$ cat config.mk
export PLATFORM = sky130hd
export DESIGN_NAME = axi4_lite_master_cmd
export DESIGN_NICKNAME = d
export VERILOG_FILES = /design/src/rtl/axi_pkg.sv /design/src/rtl/axi4_lite_master_cmd.sv
export SDC_FILE = /design/constraint.sdc
export NUM_CORES = 1
export LEC_CHECK = 0
export ABC_AREA = 1
export CORE_MARGIN = 3
export CORE_UTILIZATION = 40
export CTS_CLUSTER_DIAMETER = 30
export CTS_CLUSTER_SIZE = 40
export DETAILED_ROUTE_END_ITERATION = 10
export PLACE_DENSITY = 0.92
export SLEW_MARGIN = 30
export SYNTH_ARGS = -nofsm -noshare
export SYNTH_HDL_FRONTEND = slang
export SYNTH_SLANG_ARGS = --single-unit
$ cat constraint.sdc
create_clock -name aclk -period 1.5 [get_ports aclk]
set_input_delay 0.15 -clock aclk [delete_from_list [all_inputs] [get_ports aclk]]
set_output_delay 0.15 -clock aclk [all_outputs]
set_load 0.01 [all_outputs]
$ cat src/rtl/axi_pkg.sv
// Shared AXI definitions for the AXI4-Lite command master and its neighbours.
//   resp_e          : AXI response codes carried on bresp/rresp
//   master_state_e  : state encoding of the command-to-AXI master FSM
package axi_pkg;

  typedef enum logic [1:0] {
    OKAY   = 2'b00,
    EXOKAY = 2'b01,
    SLVERR = 2'b10,
    DECERR = 2'b11
  } resp_e;

  typedef enum logic [2:0] {
    IDLE    = 3'd0,
    WR      = 3'd1,
    WR_RESP = 3'd2,
    RD      = 3'd3,
    RD_RESP = 3'd4,
    RSP     = 3'd5
  } master_state_e;

endpackage

$ cat src/rtl/axi4_lite_master_cmd.sv
// Turns a valid/ready command port into single AXI4-Lite master transactions,
// one outstanding at a time, and returns the outcome on a valid/ready
// response port.
//
// Ports:
//   aclk, aresetn         clock, asynchronous active-low reset
//   cmd_*                 command in: valid/ready, write flag, addr, wdata, wstrb
//   rsp_*                 response out: valid/ready, write echo, rdata, resp
//   m_axi_aw*/w*/b*       AXI4-Lite write channels (master side)
//   m_axi_ar*/r*          AXI4-Lite read channels (master side)
module axi4_lite_master_cmd
  import axi_pkg::*;
#(
  parameter int         ADDR_WIDTH = 32,
  parameter int         DATA_WIDTH = 32,
  parameter logic [2:0] PROT       = 3'b000
) (
  input  logic                      aclk,
  input  logic                      aresetn,

  input  logic                      cmd_valid,
  output logic                      cmd_ready,
  input  logic                      cmd_write,
  input  logic [ADDR_WIDTH-1:0]     cmd_addr,
  input  logic [DATA_WIDTH-1:0]     cmd_wdata,
  input  logic [DATA_WIDTH/8-1:0]   cmd_wstrb,

  output logic                      rsp_valid,
  input  logic                      rsp_ready,
  output logic                      rsp_write,
  output logic [DATA_WIDTH-1:0]     rsp_rdata,
  output logic [1:0]                rsp_resp,

  output logic [ADDR_WIDTH-1:0]     m_axi_awaddr,
  output logic [2:0]                m_axi_awprot,
  output logic                      m_axi_awvalid,
  input  logic                      m_axi_awready,
  output logic [DATA_WIDTH-1:0]     m_axi_wdata,
  output logic [DATA_WIDTH/8-1:0]   m_axi_wstrb,
  output logic                      m_axi_wvalid,
  input  logic                      m_axi_wready,
  input  logic [1:0]                m_axi_bresp,
  input  logic                      m_axi_bvalid,
  output logic                      m_axi_bready,
  output logic [ADDR_WIDTH-1:0]     m_axi_araddr,
  output logic [2:0]                m_axi_arprot,
  output logic                      m_axi_arvalid,
  input  logic                      m_axi_arready,
  input  logic [DATA_WIDTH-1:0]     m_axi_rdata,
  input  logic [1:0]                m_axi_rresp,
  input  logic                      m_axi_rvalid,
  output logic                      m_axi_rready
);

  localparam int STRB_WIDTH = DATA_WIDTH / 8;

  master_state_e           state;
  logic [ADDR_WIDTH-1:0]   addr_q;
  logic [DATA_WIDTH-1:0]   wdata_q;
  logic [STRB_WIDTH-1:0]   wstrb_q;
  logic                    aw_done;
  logic                    w_done;

  logic aw_hs;
  logic w_hs;
  logic aw_fin;
  logic w_fin;

  assign aw_hs  = m_axi_awvalid && m_axi_awready;
  assign w_hs   = m_axi_wvalid && m_axi_wready;
  // A channel counts as finished if it completed earlier or completes now,
  // so AW and W may finish in either order or in the same cycle.
  assign aw_fin = aw_done || aw_hs;
  assign w_fin  = w_done || w_hs;

  // Address and data come straight from the command registers, which only
  // change in IDLE, so they are stable for the whole life of each valid.
  assign m_axi_awaddr = addr_q;
  assign m_axi_araddr = addr_q;
  assign m_axi_wdata  = wdata_q;
  assign m_axi_wstrb  = wstrb_q;
  assign m_axi_awprot = PROT;
  assign m_axi_arprot = PROT;

  always_ff @(posedge aclk or negedge aresetn) begin
    if (!aresetn) begin
      state         <= IDLE;
      cmd_ready     <= 1'b1;
      addr_q        <= '0;
      wdata_q       <= '0;
      wstrb_q       <= '0;
      aw_done       <= 1'b0;
      w_done        <= 1'b0;
      m_axi_awvalid <= 1'b0;
      m_axi_wvalid  <= 1'b0;
      m_axi_bready  <= 1'b0;
      m_axi_arvalid <= 1'b0;
      m_axi_rready  <= 1'b0;
      rsp_valid     <= 1'b0;
      rsp_write     <= 1'b0;
      rsp_rdata     <= '0;
      rsp_resp      <= '0;
    end else begin
      case (state)
        IDLE: begin
          if (cmd_valid && cmd_ready) begin
            addr_q    <= cmd_addr;
            wdata_q   <= cmd_wdata;
            wstrb_q   <= cmd_wstrb;
            cmd_ready <= 1'b0;
            if (cmd_write) begin
              aw_done       <= 1'b0;
              w_done        <= 1'b0;
              m_axi_awvalid <= 1'b1;
              m_axi_wvalid  <= 1'b1;
              state         <= WR;
            end else begin
              m_axi_arvalid <= 1'b1;
              state         <= RD;
            end
          end
        end

        WR: begin
          if (aw_hs) begin
            m_axi_awvalid <= 1'b0;
            aw_done       <= 1'b1;
          end
          if (w_hs) begin
            m_axi_wvalid <= 1'b0;
            w_done       <= 1'b1;
          end
          if (aw_fin && w_fin) begin
            m_axi_bready <= 1'b1;
            state        <= WR_RESP;
          end
        end

        WR_RESP: begin
          if (m_axi_bvalid && m_axi_bready) begin
            m_axi_bready <= 1'b0;
            rsp_valid    <= 1'b1;
            rsp_write    <= 1'b1;
            rsp_rdata    <= '0;
            rsp_resp     <= m_axi_bresp;
            state        <= RSP;
          end
        end

        RD: begin
          if (m_axi_arvalid && m_axi_arready) begin
            m_axi_arvalid <= 1'b0;
            m_axi_rready  <= 1'b1;
            state         <= RD_RESP;
          end
        end

        RD_RESP: begin
          if (m_axi_rvalid && m_axi_rready) begin
            m_axi_rready <= 1'b0;
            rsp_valid    <= 1'b1;
            rsp_write    <= 1'b0;
            rsp_rdata    <= m_axi_rdata;
            rsp_resp     <= m_axi_rresp;
            state        <= RSP;
          end
        end

        RSP: begin
          if (rsp_ready) begin
            rsp_valid <= 1'b0;
            cmd_ready <= 1'b1;
            state     <= IDLE;
          end
        end

        default: begin
          state <= IDLE;
        end
      endcase
    end
  end

endmodule

# Word level (Yosys, flattened, before mapping)
# Index checks and enable logic that the tools add are counted.
# word_totals
reg_bits	115
word_cells	102
input_bits	114
# op_classes
mux	44
reduce_logical	27
eq_ne	15
# op_table
operator	n
2-to-1 mux 32 bit	2
one-hot mux 32 bit (2 select lines)	1
2-to-1 mux 1 bit	20
!= test 2 bit (second input constant)	10
2-to-1 mux 3 bit	6
one-hot mux 1 bit (2 select lines)	9
one-hot mux 3 bit (6 select lines)	1
AND reduction 4 bit	4
AND reduction 3 bit	4
nonzero test 2 bit	6
logical AND 1 bit	7
equality test 3 x 2 -> 1 bit (second input constant)	2
equality test 3 bit (second input constant)	2
2-to-1 mux 2 bit	3
AND reduction 6 bit	1
one-hot mux 2 bit (2 select lines)	1
equality test 3 x 1 -> 1 bit (second input constant)	1
logical NOT 3 bit	1
one-hot mux 1 bit (3 select lines)	1
nonzero test 3 bit	1
logical OR 1 bit	2
AND reduction 2 bit	1

# Logic depth before layout (Yosys ltp)
# Gate-level depths: netlist of the first run.
# logic_depth
word_depth	5
depth_mapped	9

# Worst setup path before layout of the first run
# No wires, ideal clock.
# synth_path
path_kind	flip-flop to flip-flop
start	register cmd_ready
end	register addr_q[0], in the netlist m_axi_araddr[0]
stages_incl_launch_ff	7
n_path_buf	2
setup_slack_ns	0.104
required_ns	1.434
arrival_ns	1.330
synth_period_minus_slack_ns	1.396
path_cell_list	dfstp_2 > nand2_1 > clkinv_1 > buf_2 > buf_1 > nand3_1 > nand2_1
# synth_between
elab_chain_cells	2
# synth_lines
item	line	text
start: declaration	axi4_lite_master_cmd.sv:22	output logic cmd_ready,
start signal: assignment	axi4_lite_master_cmd.sv:88	cmd_ready <= 1'b1;
start signal: assignment	axi4_lite_master_cmd.sv:110	cmd_ready <= 1'b0;
start signal: assignment	axi4_lite_master_cmd.sv:172	cmd_ready <= 1'b1;
logical AND 1 bit	axi4_lite_master_cmd.sv:106	if (cmd_valid && cmd_ready) begin
AND reduction 2 bit (no source line)	-	
end signal: assignment	axi4_lite_master_cmd.sv:107	addr_q <= cmd_addr;
end: declaration	axi4_lite_master_cmd.sv:58	logic [ADDR_WIDTH-1:0] addr_q;
# No other way between the ends.
# A chain may end at the register's enable or synchronous reset.

# Worst setup path after layout of the first run
# layout_path
start	register addr_q[15], in the netlist m_axi_araddr[15]
end	output port m_axi_awaddr[15]
# layout_lines
item	line	text
end: declaration	axi4_lite_master_cmd.sv:34	output logic [ADDR_WIDTH-1:0] m_axi_awaddr,
# No word-level cell between the ends.

==> results of run 1 <==
-- report_power, final --
part / switching [uW] / internal, uW / total (uW)
clock network: 1330 / 2460 / 3800
registers: 821 / 4400 / 5220
logic: 4320 / 3840 / 8160
-- placed cells by master (no fill, tap or decap), types with 5 or more instances in the layout --
master	n
nand2_1	217
clkdlybuf4s50_1	141
dfrtp_1	113
nand3_1	78
dlymetal6s2s_1	62
dlygate4sd2_1	51
inv_1	40
o21ai_0	23
clkbuf_16	20
buf_4	16
o21ai_1	15
buf_12	7
conb_1	6
clkbuf_8	5
-- layout make-up --
cell class | count | area [um2]
fillers | 922 | 3832
repair buffers | 283 | 3002
flip-flops and latches | 115 | 2880
multi-input cells | 363 | 1659
clock buffers | 25 | 505.5
well taps | 168 | 210.2
inverters | 44 | 172.7
clock inverters | 5 | 50.05
-- metal layers --
metal	vias up	part of all wire, %	global-route usage [%]
li1	2285	-	-
met5	-	0	0
met4	0	1.5	7.516
met1	2368	38	24.33
met2	193	54	38.61
met3	29	6.4	7.265
-- cell families after synthesis --
logic type / count (synthesis) / share of synthesized area, %
flops: 115 / 55.97
compound gates: 43 / 4.257
other cells: 1 / 0.07290
buf+inv: 112 / 12.70
simple gates: 314 / 27.00
-- registers in the layout (all words and copies together) (netlist names), 2 cells and up --
| name | count |
|---|---|
| m_axi_araddr | 32 |
| m_axi_wdata | 32 |
| rsp_rdata | 32 |
| m_axi_wstrb | 4 |
| state | 3 |
| rsp_resp | 2 |
-- path summary, 6_finish.rpt --
path                                         startpoint                           end  cells after the start
max                        m_axi_araddr[15]$_DFFE_PN0P_              m_axi_awaddr[15]                      1
min                                             aresetn  m_axi_araddr[18]$_DFFE_PN0P_                      2
max reg2reg                        state[2]$_DFFE_PN0P_    m_axi_wdata[7]$_DFFE_PN0P_                      7
min reg2reg                  m_axi_wdata[1]$_DFFE_PN0P_    m_axi_wdata[1]$_DFFE_PN0P_                      2
max in group asynchronous                       aresetn  m_axi_araddr[22]$_DFFE_PN0P_                      3
min in group aclk                        m_axi_rdata[6]      rsp_rdata[6]$_DFFE_PN0P_                      3
-- metrics by stage --
stage,instance area [um2],std cells,utilization (%),worst slack [ns],hold WS [ns]
after global routing,8479,1003,68.87,-0.03590,0.2471
after global placement,7667,964,62.28,0.05449,0.1036
final,8479,1003,68.87,0.03052,0.2247
after floorplan,5162,590,-,0.1041,-0.1456
after CTS,8179,995,66.43,0.0006448,0.2174
after detailed placement,7667,964,62.28,0.01457,0.1010
-- what timing repair did --
action | 4_1_cts | 5_1_grt
hold endpoints to repair | 23 | 0
hold buffers | 1 | 0
cloned | 0 | 3
setup buffers | 0 | 5
gates resized for setup | 53 | 70
setup endpoints to repair | 56 | 161
pin swaps | 0 | 2
==> results.ini, run 1 <==
[setup_path]
worst_setup_path_end_kind = output port
crit_fanout = 3
worst_ep_required_time_ns = 1.35
cp_num_buf_inv = 1
crit_slowest_cell = clkdlybuf4s50_1
cp_cell_sequence = clkdlybuf4s50_1
critPathArrivalTime_ns = 1.32
cp_slowest_stage_delay_ns = 0.55
regToRegSetupSlack_ns = 0.04
start_kind = register
critPathTopFamily = buffers and inverters
crit_type = reg -> out

[clocking]
ctsLongestPathBuffers = 2
tritoncts = yes
cts.sinks = 115
clk_latency_ns = 0.41
htreeDepth = 4
clk_pin_slew_worst_paths_ns = 0.05
numCtsBuffers = 17
cts_root_buf = clkbuf_16

[detailed_routing]
drc = 0
totalWireLength_um = 16850
antenna_left = 0
num_vias = 4875
wl_per_cell_um = 16.79
dr.pass1.iters = 4
routed_via_density = 4.860
drt_iter0_drc = 322

[die]
num_rows = 40
start_util_pct = 41.78
fp.dieArea_um2 = 14260
die_h_um = 119.4
core-area_um2 = 12310
io_pins = 262
die_w_um = 119.4

[power]
p_leak_uw = 0.005015
finalPower_uw = 17180
p_per_area_nw_per_um2 = 2026
ir_drop_mv = 1.171

[timing]
setup-tns-final_ns = 0
clock_skew_ns = 0.008680
max_freq_mhz = 680.5
rsz0062_at_grt = true
finalCritPeriodShare_pct = 97.97
setup_viol = 0
hold_violations = 0
min_period_ns = 1.469
drv_slew = 0

[logic_synthesis]
synth_area_um2 = 5144
synth_cell_types = 28
yosysMostFrequentCell = nand2_1
synth-edff-count = 0
yosys.area.top_type = dfrtp_1
ys_ff_latch = 115
yosys_warnings = 0
synthTopCellsByCount = nand2_1 (217), dfrtp_1 (114), nand3_1 (78), buf_4 (41), inv_1 (40)
synth_sequential_area_ratio_pct = 55.97
synthFlopType = dfrtp_1
yosysTopAreaCellShare_pct = 55.46
syn-instance-count = 585
synthArstFlopShare_pct = 100.0
ys_top_cells_by_area = dfrtp_1 (55%), nand2_1 (16%), nand3_1 (7.6%), buf_4 (6.0%), inv_1 (2.9%)
postSynthAreaPerCell_um2 = 8.793

[placement]
port_buffers = 255
globalplace.congestion = 0.8412
hpwl_um = 11320

[final_layout]
drive_above_1_share_pct = 8.743
fin_nets = 938
antenna_cells = 0
areaGrowthSynthToFinish_pct = 64.85

[global_routing]
grt_pass1_wl_um = 24390
grt_pass1_vias = 4666
grt_max_degree = 70
grt_use_total_pct = 21.74
grt-ovfl-total = 0
antenna_found_initial = 0

[status]
status = finished clean

[flow_run]
max-cap-violations = 0

[hold_path]
min_path_type = in -> async

No activity file was read; power rests on OpenSTA's default activity.
==> inputs of run 2 (changes only) <==
- TNS_END_PERCENT: default -> 20
==> run 2 against run 1 <==
Net effect:
- critical endpoint unchanged
- critical path type unchanged
- cell count unchanged
- flip-flop and latch count unchanged
- power about the same
- clock skew about the same
- register-to-register slack about the same
- die area unchanged
- non-clock buffer count unchanged
- maximum frequency up 0.31%
- critical path depth unchanged
- global-route usage unchanged
- highest routed layer unchanged
- combinational power about the same
==> results.ini, run 2 (synthesized netlist as in run 1, its figures left out) <==
[status]
status = finished clean

[global_routing]
grt_use_total_pct = 21.74
grt_pass1_wl_um = 24400
grt_pass1_vias = 4665
grt_max_degree = 70
antenna_found_initial = 0
grt-ovfl-total = 0

[timing]
finalCritPeriodShare_pct = 97.66
drv_slew = 0
min_period_ns = 1.465
setup-tns-final_ns = 0
rsz0062_at_grt = true
setup_viol = 0
whs_ns = 0.2277
clock_skew_ns = 0.008431
hold_violations = 0
max_freq_mhz = 682.6
fin_ws_ns = 0.03511

[placement]
pre_cts_ws_ns = 0.01457
globalplace.congestion = 0.8412
dp.cells = 964
post_dp_cell_area_um2 = 7667
port_buffers = 255
hpwl_um = 11320

[die]
fp.dieArea_um2 = 14260
start_util_pct = 41.78
core-area_um2 = 12310
io_pins = 262
num_rows = 40
die_h_um = 119.4
die_w_um = 119.4

[final_layout]
final_cell_count_no_fill = 1003
layout_commonest_cell = nand2_1
areaGrowthSynthToFinish_pct = 64.85
antenna_cells = 0
final_area_um2 = 8479
drive_above_1_share_pct = 8.743
layout_common_cells = nand2_1 (217), clkdlybuf4s50_1 (141), dfrtp_1 (113), nand3_1 (78), dlymetal6s2s_1 (62)
fin_nets = 938

[setup_path]
crit_slowest_cell = clkdlybuf4s50_1
crit_fanout = 3
cp_num_buf_inv = 1
cp_cell_sequence = clkdlybuf4s50_1
reg2reg_from = state[2]$_DFFE_PN0P_
crit_type = reg -> out
critPathTopFamily = buffers and inverters
start_kind = register
worst_setup_path_end_kind = output port
regToRegSetupSlack_ns = 0.04
worst_ep_required_time_ns = 1.35
reg2reg_depth = 7
critPathArrivalTime_ns = 1.31
r2r_end = m_axi_wdata[7]$_DFFE_PN0P_
cp_slowest_stage_delay_ns = 0.55

[power]
ir_drop_mv = 1.170
p_leak_uw = 0.005015
p_per_area_nw_per_um2 = 2027

[hold_path]
min_path_type = in -> async

[clocking]
numCtsBuffers = 17
ctsLongestPathBuffers = 2
tritoncts = yes
clk_latency_ns = 0.41
cts.sinks = 115
htreeDepth = 4
clk_pin_slew_worst_paths_ns = 0.05
cts_root_buf = clkbuf_16

[detailed_routing]
num_vias = 4872
wl_per_cell_um = 16.78
totalWireLength_um = 16830
routed_via_density = 4.857
drc = 0
dr.pass1.iters = 5
antenna_left = 0
drt_iter0_drc = 359

[flow_run]
max-cap-violations = 0

## run 2: cell counts in the layout (fill, tap and decap cells not counted)
Identical to the previous run, type by type.
## run 2: timing repair
action | in CTS | in global routing
hold buffers | 1 | 0
buffers inserted | 0 | 5
gates resized for setup | 53 | 70
hold endpoints to repair | 23 | 0
pin swaps | 0 | 2
endpoints found under the setup margin | 56 | 161
gates cloned | 0 | 3
## run 2: power breakdown
part           switching, uW  leakage [uW]  internal, uW
clock                   1330      0.000279          2460
sequential               822       0.00146          4400
combinational           4340       0.00327          3840
## run 2: layout make-up
type	instances	area, um2
Sequential cell	115	2880
Timing Repair Buffer	283	3002
Clock buffer	25	505.5
Fill cell	922	3832
Clock inverter	5	50.05
Inverter	44	172.7
Multi-Input combinational cell	363	1659
Tap cell	168	210.2
## run 2: worst max path at each step
| stage | start | to | slack (ns) | cells after the start |
|---|---|---|---|---|
| detailed placement | state[1]$_DFFE_PN0P_ | rsp_rdata[18]$_DFFE_PN0P_ | 0.01 | 6 |
| floorplan | cmd_ready$_DFFE_PN1P_ | m_axi_araddr[0]$_DFFE_PN0P_ | 0.10 | 6 |
| finish | m_axi_araddr[15]$_DFFE_PN0P_ | m_axi_awaddr[15] | 0.04 | 1 |
| global route | state[1]$_DFFE_PN0P_ | m_axi_bready$_DFFE_PN0P_ | -0.04 | 7 |
| CTS | m_axi_araddr[5]$_DFFE_PN0P_ | m_axi_awaddr[5] | 0.0006 | 1 |
| global placement | m_axi_bvalid | state[0]$_DFFE_PN0P_ | 0.05 | 8 |
## run 2: layer usage
layer | up-vias | global-route usage [%] | share of wire, %
li1 | 2282 | - | -
met1 | 2367 | 24.30 | 38
met2 | 193 | 38.64 | 54
met3 | 30 | 7.265 | 6.4
met4 | 0 | 7.516 | 1.6
met5 | - | 0 | 0
## run 2: worst register-to-register path, stage by stage (launching register included)
cell       delay [ns]
dfrtp_2          0.47
clkinv_4         0.12
nand2_8          0.08
nor2_8           0.16
nand2_2          0.11
clkbuf_16        0.23
nand2_1          0.10
nand2_1          0.07
## run 2: metrics by stage
step | power, uW | utilization [%]
floorplan | 9429 | -
global placement | 13210 | 62.28
detailed placement | 13530 | 62.28
CTS | 17030 | 66.43
global route | 18170 | 68.87
finish | 17190 | 68.87
==> inputs of run 3 (changes only) <==
- PLACE_DENSITY: 0.92 -> 0.89
==> run 3 against run 2 <==
Net effect:
- maximum frequency decreased by 0.29%
- routed wire length shrank 2.8%
- highest routed layer unchanged
- first-iteration DRC count is 13% lower
- power up 1.3%
- register-to-register slack is essentially flat
- critical endpoint is now rsp_rdata[25]
- non-clock buffer count shrank 4
- cell area increased by 0.21%
- critical path depth stayed put
- worst setup slack got worse by 0.0043 ns
- sequential power hardly changed
- hold slack better by 0.00088 ns
- count of clock-buffer cells in the layout shrank 2
==> results.ini, run 3 (synthesized netlist as in run 1, its figures left out) <==
[detailed_routing]
routed_via_density = 4.804
antenna_left = 0
drc = 0
dr.pass1.iters = 5
num_vias = 4809
totalWireLength_um = 16360
drt_iter0_drc = 311
wl_per_cell_um = 16.35

[final_layout]
layout_commonest_cell = nand2_1
final_cell_count_no_fill = 1001
fin_nets = 934
areaGrowthSynthToFinish_pct = 65.19
drive_above_1_share_pct = 9.124
n_fill_cell = 929
layout_common_cells = nand2_1 (215), clkdlybuf4s50_1 (155), dfrtp_1 (114), nand3_1 (76), dlymetal6s2s_1 (55)
antenna_cells = 0

[global_routing]
grt-ovfl-total = 0
grt_use_total_pct = 21.66
antenna_found_initial = 0
grt_pass1_vias = 4738
grt_max_degree = 62
grt_pass1_wl_um = 24350

[die]
core-area_um2 = 12310
start_util_pct = 41.78
io_pins = 262
die_h_um = 119.4
die_w_um = 119.4
fp.dieArea_um2 = 14260
num_rows = 40

[placement]
port_buffers = 255
hpwl_um = 11080
dp.cells = 966
globalplace.congestion = 0.8725

[timing]
finalCritPeriodShare_pct = 97.95
whs_ns = 0.2286
setup_viol = 0
max_freq_mhz = 680.6
hold_violations = 0
clock_skew_ns = 0.006625
min_period_ns = 1.469
rsz0062_at_grt = true
drv_slew = 0

[setup_path]
crit_type = reg -> out
crit_fanout = 2
regToRegSetupSlack_ns = 0.03
path_depth = 1
worst_ep_required_time_ns = 1.35
reg2reg_from = state[1]$_DFFE_PN0P_
cp_num_buf_inv = 1
r2r_end = rsp_rdata[2]$_DFFE_PN0P_
reg2reg_depth = 6
critPathTopFamily = buffers and inverters
cp_cell_sequence = clkdlybuf4s50_1
crit_slowest_cell = clkdlybuf4s50_1
cp_slowest_stage_delay_ns = 0.56
start_kind = register
critPathArrivalTime_ns = 1.32
worst_setup_path_end_kind = output port

[power]
p_per_area_nw_per_um2 = 2050
ir_drop_mv = 1.278
p_leak_uw = 0.004920

[status]
status = finished clean

[clocking]
tritoncts = yes
clk_pin_slew_worst_paths_ns = 0.05
numCtsBuffers = 17
cts_setup_buffers = 0
cts_root_buf = clkbuf_16
clk_latency_ns = 0.41
ctsLongestPathBuffers = 2
cts.sinks = 115
htreeDepth = 4

[hold_path]
min_path_type = in -> async

[flow_run]
max-cap-violations = 0

## run 3: changes by cell type in the layout (fill, tap and decap cells not counted), sizes merged, moves of 2 or more
cell and change:
bufinv +2, clkinvlp +2, clkbuf -3, dlymetal6s2s -7
dlygate4sd2 -7, clkdlybuf4s50 +14, buf -3
## run 3: layout make-up
| class | count | area (um2) | share of cell area [%] |
|---|---|---|---|
| Clock buffer | 23 | 498.0 | 5.861 |
| Clock inverter | 9 | 125.1 | 1.473 |
| Timing Repair Buffer | 279 | 2950 | 34.72 |
| Inverter | 44 | 170.2 | 2.003 |
| Tap cell | 168 | 210.2 | 2.474 |
| Multi-Input combinational cell | 363 | 1664 | 19.58 |
| Sequential cell | 115 | 2879 | 33.88 |
## run 3: stage by stage
step	util, %	setup slack (ns)	total power, uW	area (um2)	TNS (ns)
3_3_place_gp	62.50	0.06494	13260	7695	0
6_report	69.01	0.03080	17420	8497	0
2_1_floorplan	-	0.1041	9429	5162	0
5_1_grt	69.01	-0.04242	18460	8497	-0.5739
3_5_place_dp	62.50	0.007438	13520	7695	0
4_1_cts	67.20	0.0003219	17450	8273	0
## run 3: per-layer routing
| layer | vias up | global-route usage (%) | share of wire (%) |
|---|---|---|---|
| li1 | 2278 | - | - |
| met1 | 2303 | 24.49 | 37 |
| met2 | 185 | 37.94 | 53 |
| met3 | 43 | 5.935 | 6.5 |
| met4 | 0 | 10.02 | 3.3 |
| met5 | - | 0 | 0 |
## run 3: timing repair
action / CTS / global route
gates cloned: 0 / 2
pin swaps: 0 / 1
resized for setup: 45 / 64
endpoints found under the hold margin: 25 / 0
setup endpoints to repair: 47 / 108
hold buffers: 1 / 0
## run 3: worst max-delay path by stage
stage,start,endpoint
final,rsp_rdata[25]$_DFFE_PN0P_,rsp_rdata[25]
after detailed placement,m_axi_rvalid,rsp_rdata[18]$_DFFE_PN0P_
after floorplan,cmd_ready$_DFFE_PN1P_,m_axi_araddr[0]$_DFFE_PN0P_
after global placement,m_axi_bvalid,state[1]$_DFFE_PN0P_
after CTS,m_axi_araddr[16]$_DFFE_PN0P_,m_axi_araddr[16]
after global routing,state[1]$_DFFE_PN0P_,rsp_rdata[3]$_DFFE_PN0P_
## run 3: where the power goes
group,switching (uW),internal (uW),total (uW)
registers,807,4400,5200
logic,4190,3810,8000
clock network,1390,2820,4210
